[src/rtl/bias_memory_bank_pkg.sv]
// rtl/bias_memory_bank_pkg.sv - load FSM states, default sizes and address-width helper for bias_memory_bank
package bias_memory_bank_pkg;

    localparam int DEF_DATA_W = 16;
    localparam int DEF_DEPTH  = 10;

    typedef enum logic {
        ST_IDLE = 1'b0,
        ST_LOAD = 1'b1
    } bias_state_t;

    function automatic int addr_width(input int depth);
        return (depth > 1) ? $clog2(depth) : 1;
    endfunction

endpackage

[src/rtl/bias_mem_array.sv]
// rtl/bias_mem_array.sv - one DEPTH x DATA_W bank, synchronous write, registered read (zero when not reading)
module bias_mem_array
    import bias_memory_bank_pkg::*;
#(
    parameter int DATA_W = DEF_DATA_W,
    parameter int DEPTH  = DEF_DEPTH,
    parameter int ADDR_W = addr_width(DEPTH)
) (
    input  logic              clk,
    input  logic              rst,
    input  logic              we,
    input  logic [ADDR_W-1:0] waddr,
    input  logic [DATA_W-1:0] wdata,
    input  logic              re,
    input  logic [ADDR_W-1:0] raddr,
    output logic [DATA_W-1:0] rdata
);

    logic [DATA_W-1:0] mem [DEPTH];

    always_ff @(posedge clk) begin
        if (we) begin
            mem[waddr] <= wdata;
        end
    end

    // Non-blocking write above gives read-before-write on a same-address collision.
    always_ff @(posedge clk or posedge rst) begin
        if (rst) begin
            rdata <= '0;
        end else begin
            rdata <= re ? mem[raddr] : '0;
        end
    end

endmodule

[src/rtl/bias_memory_bank.sv]
// rtl/bias_memory_bank.sv - layer bias store with streamed load, registered read, address-error flag; BIAS_MEM_PINGPONG_EN adds a shadow bank
module bias_memory_bank
    import bias_memory_bank_pkg::*;
#(
    parameter int DATA_W = DEF_DATA_W,
    parameter int DEPTH  = DEF_DEPTH,
    parameter int ADDR_W = addr_width(DEPTH)
) (
    input  logic              clk,
    input  logic              rst,
    input  logic              ld_start,
    input  logic              ld_valid,
    input  logic [DATA_W-1:0] ld_data,
    output logic              ld_ready,
    output logic              ld_done,
    output logic              loaded,
    output logic [ADDR_W-1:0] ld_count,
    input  logic              we,
    input  logic [ADDR_W-1:0] wr_addr,
    input  logic [DATA_W-1:0] wr_data,
    input  logic              rd,
    input  logic [ADDR_W-1:0] rd_addr,
    output logic [DATA_W-1:0] rd_data,
    output logic              rd_valid,
    output logic              addr_err,
    input  logic              err_clr
);

    localparam logic [ADDR_W-1:0] LAST = ADDR_W'(DEPTH - 1);

    bias_state_t       state, state_nxt;
    logic [ADDR_W-1:0] count_q;
    logic              accept;
    logic              rd_in, wr_in, rd_ok, wr_ok, any_err;

    assign rd_in    = 32'(rd_addr) < 32'(DEPTH);
    assign wr_in    = 32'(wr_addr) < 32'(DEPTH);
    assign rd_ok    = rd && rd_in;
    assign wr_ok    = we && wr_in && (state == ST_IDLE);
    assign any_err  = (rd && !rd_in) || (we && !wr_in);
    assign ld_count = count_q;

    // A restart in LOAD takes priority over the word offered that cycle.
    always_comb begin
        state_nxt = state;
        ld_ready  = 1'b0;
        accept    = 1'b0;
        ld_done   = 1'b0;
        case (state)
            ST_IDLE: begin
                if (ld_start) begin
                    state_nxt = ST_LOAD;
                end
            end
            ST_LOAD: begin
                ld_ready = 1'b1;
                if (!ld_start && ld_valid) begin
                    accept = 1'b1;
                    if (count_q == LAST) begin
                        ld_done   = 1'b1;
                        state_nxt = ST_IDLE;
                    end
                end
            end
            default: state_nxt = ST_IDLE;
        endcase
    end

    always_ff @(posedge clk or posedge rst) begin
        if (rst) begin
            state    <= ST_IDLE;
            count_q  <= '0;
            loaded   <= 1'b0;
            rd_valid <= 1'b0;
            addr_err <= 1'b0;
        end else begin
            state    <= state_nxt;
            rd_valid <= rd;
            if (ld_start) begin
                count_q <= '0;
            end else if (accept) begin
                count_q <= ld_done ? '0 : count_q + 1'b1;
            end
`ifndef BIAS_MEM_PINGPONG_EN
            if (state == ST_IDLE && ld_start) begin
                loaded <= 1'b0;
            end
`endif
            if (ld_done) begin
                loaded <= 1'b1;
            end
            if (any_err) begin
                addr_err <= 1'b1;
            end else if (err_clr) begin
                addr_err <= 1'b0;
            end
        end
    end

`ifdef BIAS_MEM_PINGPONG_EN
    logic              bank_sel;
    logic [DATA_W-1:0] bank_rdata [2];

    always_ff @(posedge clk or posedge rst) begin
        if (rst) begin
            bank_sel <= 1'b0;
        end else if (ld_done) begin
            bank_sel <= ~bank_sel;
        end
    end

    // Only the active bank is read, so the idle bank's read register holds zero and an OR selects.
    for (genvar b = 0; b < 2; b++) begin : g_bank
        localparam logic ME = (b == 1);
        logic ld_here, wr_here;
        assign ld_here = accept && (bank_sel != ME);
        assign wr_here = wr_ok && (bank_sel == ME);
        bias_mem_array #(
            .DATA_W (DATA_W),
            .DEPTH  (DEPTH),
            .ADDR_W (ADDR_W)
        ) u_bank (
            .clk   (clk),
            .rst   (rst),
            .we    (ld_here || wr_here),
            .waddr (ld_here ? count_q : wr_addr),
            .wdata (ld_here ? ld_data : wr_data),
            .re    (rd_ok && (bank_sel == ME)),
            .raddr (rd_addr),
            .rdata (bank_rdata[b])
        );
    end

    assign rd_data = bank_rdata[0] | bank_rdata[1];
`else
    bias_mem_array #(
        .DATA_W (DATA_W),
        .DEPTH  (DEPTH),
        .ADDR_W (ADDR_W)
    ) u_bank (
        .clk   (clk),
        .rst   (rst),
        .we    (accept || wr_ok),
        .waddr (accept ? count_q : wr_addr),
        .wdata (accept ? ld_data : wr_data),
        .re    (rd_ok),
        .raddr (rd_addr),
        .rdata (rd_data)
    );
`endif

endmodule

[config.mk]
export PLATFORM = sky130hd
export DESIGN_NAME = bias_memory_bank
export DESIGN_NICKNAME = d
export VERILOG_FILES = /design/src/rtl/bias_memory_bank_pkg.sv /design/src/rtl/bias_mem_array.sv /design/src/rtl/bias_memory_bank.sv
export SDC_FILE = /design/constraint.sdc
export NUM_CORES = 1
export LEC_CHECK = 0
export BUFFER_PORTS_ARGS = -buffer_cell sky130_fd_sc_hd__buf_4
export CAP_MARGIN = 0
export CORE_AREA = 2 2 163 165
export CTS_BUF_LIST = sky130_fd_sc_hd__clkbuf_16
export DETAILED_ROUTE_END_ITERATION = 8
export DIE_AREA = 0 0 165 167
export PLACE_DENSITY = 0.44
export SLEW_MARGIN = 20
export SYNTH_ARGS = -nofsm -noshare
export SYNTH_HDL_FRONTEND = slang
export SYNTH_HIERARCHICAL = 1
export SYNTH_SLANG_ARGS = --single-unit
[constraint.sdc]
create_clock -name clk -period 3.1 [get_ports clk]
set_clock_uncertainty 0.2 [all_clocks]
set_input_delay 0.155 -clock clk [delete_from_list [all_inputs] [get_ports clk]]
set_output_delay 0.155 -clock clk [all_outputs]
set_load 0.005 [all_outputs]
# Yosys cells after proc, flatten, opt, wreduce, memory -nomap -nowiden

Memories as Yosys holds them, arrays and structs flattened.
Index checks and enable logic that the tools add are counted.

Bits in registers: 24
RAM bits: 160
Input port bits: 47
Logic and storage cells: 49
Memories kept: 1

Memories:

| memory     | words | bits a word | read ports | clocked after memory_dff | write ports | line                 | RTL |
|---|---|---|---|---|---|---|---|
| u_bank.mem | 10    | 16          | 1          | 0                        | 1           | bias_mem_array.sv:19 | `logic [DATA_W-1:0] mem [DEPTH];` |

$add $sub $neg: 1
Magnitude comparators: 2
Eq/ne operators: 1
Muxes and demuxes: 22
Bitwise gates (word level): 1
Reductions and logical operators: 15

Operators by type and width:

| operator                                           | number |
|---|---|
| two-way mux 16 bit                                 | 2 |
| two-way mux 4 bit                                  | 4 |
| two-way mux 1 bit                                  | 15 |
| less-than comparator 4 bit (second input constant) | 2 |
| logical AND 1 bit                                  | 7 |
| nonzero test 2 bit                                 | 3 |
| adder 4 x 1 -> 4 bit (second input constant)       | 1 |
| equality test 4 bit (second input constant)        | 1 |
| zero test 1 bit                                    | 3 |
| logical OR 1 bit                                   | 2 |
| one-hot mux 1 bit (2 select lines)                 | 1 |
| NOT 1 bit                                          | 1 |

# Logic depth before layout (Yosys ltp)

Word-level depth: 7
Gate-level depth with buffers: 6

# Modules after synthesis

Netlist, hierarchy kept.

Modules (own cells, without submodules):

| module           | instances | cells an instance | area each (um^2) | seq. area each (um^2) |
|---|---|---|---|---|
| bias_mem_array   | 1         | 394               | 6,877.8          | 5,205.0 |
| bias_memory_bank | 1         | 69                | 739.5            | 200.2 |

# Least setup slack after synthesis

No wires, ideal clock.

Kind: register to register
From: reg state
To: mem u_bank/mem[0][0] in the netlist's numbering (enable)
Library setup time: 0.409 ns
Arrival: 2.677 ns
Slack: -0.187 ns
Cell stages (with the launch flop): 6
Cells stage by stage: dfrtp_1 nand3_4 buf_6 mux2_4 or3b_1 nor3_1

Cells in the longest elaborated chain, start to end: 5

RTL lines:

| element                                 | line                    | RTL |
|---|---|---|
| start: declaration                      | bias_memory_bank.sv:31  | `bias_state_t state, state_nxt;` |
| start signal: assignment                | bias_memory_bank.sv:77  | `state <= state_nxt;` |
| NOT 1 bit                               | n/a                     |  |
| logical AND 1 bit                       | bias_memory_bank.sv:39  | `assign wr_ok = we && wr_in && (state == ST_IDLE);` |
| logical OR 1 bit                        | bias_memory_bank.sv:143 | `.we (accept \|\| wr_ok),` |
| two-way mux 1 bit                       | bias_mem_array.sv:22    | `if (we) begin` |
| two-way mux 1 bit (not written as such) | bias_mem_array.sv:23    | `mem[waddr] <= wdata;` |
| end: declaration                        | bias_mem_array.sv:19    |  |

Parallel ways exist; a longest one is shown, timed or not.

# Worst setup path in the final report

From: reg state
To: mem u_bank/mem[5][11] in the netlist's numbering, data pin

Cells in the longest elaborated chain, start to end: 2

RTL lines:

| element            | line                    | RTL |
|---|---|---|
| two-way mux 1 bit  | bias_memory_bank.sv:49  | `case (state)` |
| two-way mux 16 bit | bias_memory_bank.sv:145 | `.wdata (accept ? ld_data : wr_data),` |

Every way passes these cells.

==> impl_results.md <==
- Vias/cell: 4.517
- Unrepaired setup endpoints after global routing: false
- I/O Pins: 72
- Slew Limit Fails: 0
- Synth cell count leaders: 160 x edfxtp_1, 80 x mux2i_1, 39 x nand2_1
- Synth Warn #: 6
- Placer congestion estimate: 0.7948
- Synth Net Count: 512
- Worst VDD drop: 299.8 uV
- # clock sinks: 184
- Fin crit share: 93.03%
- Post-synth EDFFs: 160
- Drt first-iter violations: 328
- Die X: 165 microns
- Diode count: 0
- Hold Crit Endpoint: u_bank/mem[9][13]
- R2r setup slk: 0.22 ns
- GR Util met1: 19.57%
- Nets@finish: 633
- Largest net degree at the start of global routing: 34
- CTS tree: built
- HP Class: input pin to flip-flop
- Vias in the first global route: 4336
- Final WL: 18780 microns
- Standard-cell rows: 59
- Met3 Use GR: 2.615%
- Sequential fraction of the synthesis area: 70.96%
- # resized after CTS: 0
- Initial antenna violation count: 0
- Violated checks: hold timing
- Vias: 4205
- Final Hold Fails: 8
- Seq cells post-synth: 184
- DRC viols: 0
- Critical path launch point type: flip-flop
- I/O Buffers: 71
- Clock Latency Late Sink: 0.43 ns
- Most Crowded Layer GR: met2
- H-tree depth: 4
- CP Class: flip-flop to flip-flop
- GRT Util Overall: 14.23%
- DRT Pass-1 Iters: 4
- Leakage power: 3.562 nW
- Syn-to-layout area delta: 23.67%
- WL/cell: 20.17 microns
- Synth top area cells: edfxtp_1 63%, mux2i_1 11%, dfrtp_1 7.9%, mux2_4 3.2%, a22oi_1 2.2%
- Grt ovf: 0
- Clk buf depth: 2
- Chip Height: 167 microns
- Final setup fails: 0
- First-pass GRT wire length: 27790 microns
- Hold depth: 2
- Setup TNS: 0 ns
- Share of cells above drive strength 1: 26.01%
- Worst Hold Slack: -0.004097 ns
- Slew @ Worst Pin: 0.9741 ns
- Netlist cell types: 34
- Critical hold path startpoint: wr_data[13]
- Post-synth top flop: edfxtp_1
- Core area: 0.02576 sq mm
- Max Freq: 346.7 MHz
- Critical Path End Type: flip-flop
- Post-CTS Setup Bufs: 0
- Largest fanout on the critical path: 12
- Most common cell in the synthesized netlist: edfxtp_1
- Worst-path clk slew: 0.07 ns
- Die area: 0.02756 sq mm
- Number of buffers created by CTS: 17
- PwrDens: 563.9 mW/mm^2
- Slew HR: 34.99%
- Met2 Track Usage GR: 22.79%
- Initial Util: 29.57%
- CP arrival: 2.77 ns
- Final worst path period need: 2.884 ns
- WP data required: 2.99 ns
- Post-route ant nets: 0
- Async set-or-reset flop fraction in the synthesized netlist: 13.04%
- Critical R2R Capture: u_bank/mem[5][11]
- Mapped Area: 0.007617 sq mm
- # Max-Cap Violations: 0
- Cell taking the most area after synthesis: edfxtp_1
- Status: finished, violations left
- Gate count after technology mapping: 463
- R2r worst-path depth: 4
- Avg Synthesized Cell Area: 16.45 sq um
- FF-to-FF Start: state
- Top-area cell type share of the netlist area: 63.07%
- Root buf cell: clkbuf_16
- DP HPWL: 12050 microns
## critical path: stages, from the launching register on
cell and delay (ns):
dfrtp_1 0.54, nand3_4 0.34, buf_4 0.35, mux2_4 0.33, dlygate4sd3_1 0.77
## kinds of logic after synthesis
logic type	after synthesis	synth area share, %
and+or+nand+nor	89	5.519
adders and majority gates	2	0.3285
DFF	184	70.96
AOI/OAI and AO/OA	60	5.749
muxes	99	14.11
buffers and inverters	29	3.335
## state kept, by name (all words and copies together) (netlist names)
signal / flops
rd_valid: 1
loaded: 1
u_bank/rdata: 16
ld_count: 4
addr_err: 1
state: 1
u_bank/mem: 160
## worst max path at each step
stage / endpoint / cells after the start / slack [ns] / from
6_report: u_bank/mem[5][11] / 4 / 0.22 / state
5_1_grt: u_bank/mem[4][11] / 4 / 0.09 / state
4_1_cts: u_bank/mem[5][10] / 4 / 0.21 / state
3_5_place_dp: u_bank/mem[2][10] / 5 / 0.43 / state
3_3_place_gp: u_bank/mem[2][14] / 5 / 0.52 / state
2_1_floorplan: u_bank/mem[8][0] / 5 / 0.08 / state
## through the flow
step                      utilization [%]  area (sq um)  std cells  power [W]  setup slack, ns
after floorplan                         -          7622        463   0.003066          0.07677
after global placement              33.03          8511        865   0.003248           0.5176
after detailed placement            33.03          8511        865   0.003253           0.4339
after CTS                           36.56          9420        931   0.005372           0.2077
after global routing                36.56          9420        931   0.005501          0.09067
final                               36.56          9420        931   0.005313           0.2159
## final cells by class
type / instances / area (sq um)
repair buffers: 125 / 1039
well taps: 335 / 419.2
clock buffers: 17 / 425.4
inverters: 6 / 22.52
fillers: 2410 / 16340
multi-input cells: 250 / 1976
clock inverters: 14 / 133.9
flip-flops and latches: 184 / 5405
## layout by cell type, fill, tap and decap left out, types with 6 or more instances in the layout
master,instances
edfxtp_1,160
buf_4,89
mux2i_1,80
nand2_1,39
dlygate4sd3_1,35
dfrtp_1,24
nor2_1,23
a22oi_1,22
a21oi_1,19
clkbuf_16,17
mux2_4,16
a22oi_2,10
inv_1,6
o21ai_0,6
## power breakdown
part	leakage, nW	internal (W)	switching [W]
clock	0.263	0.00117	0.000907
sequential	1.75	0.00276	0.0000139
combinational	1.54	0.000205	0.000258
## per-layer routing
metal / part of all wire [%] / wire (microns)
met2: 48 / 9050
met4: 1.4 / 267
met5: 0 / 0
met3: 5.8 / 1084
met1: 45 / 8376
## what timing repair did
action	CTS	global route
endpoints found under the setup margin	0	0
hold endpoints to repair	163	0
hold buffers	35	0
Power figures use the tool's default switching activity.
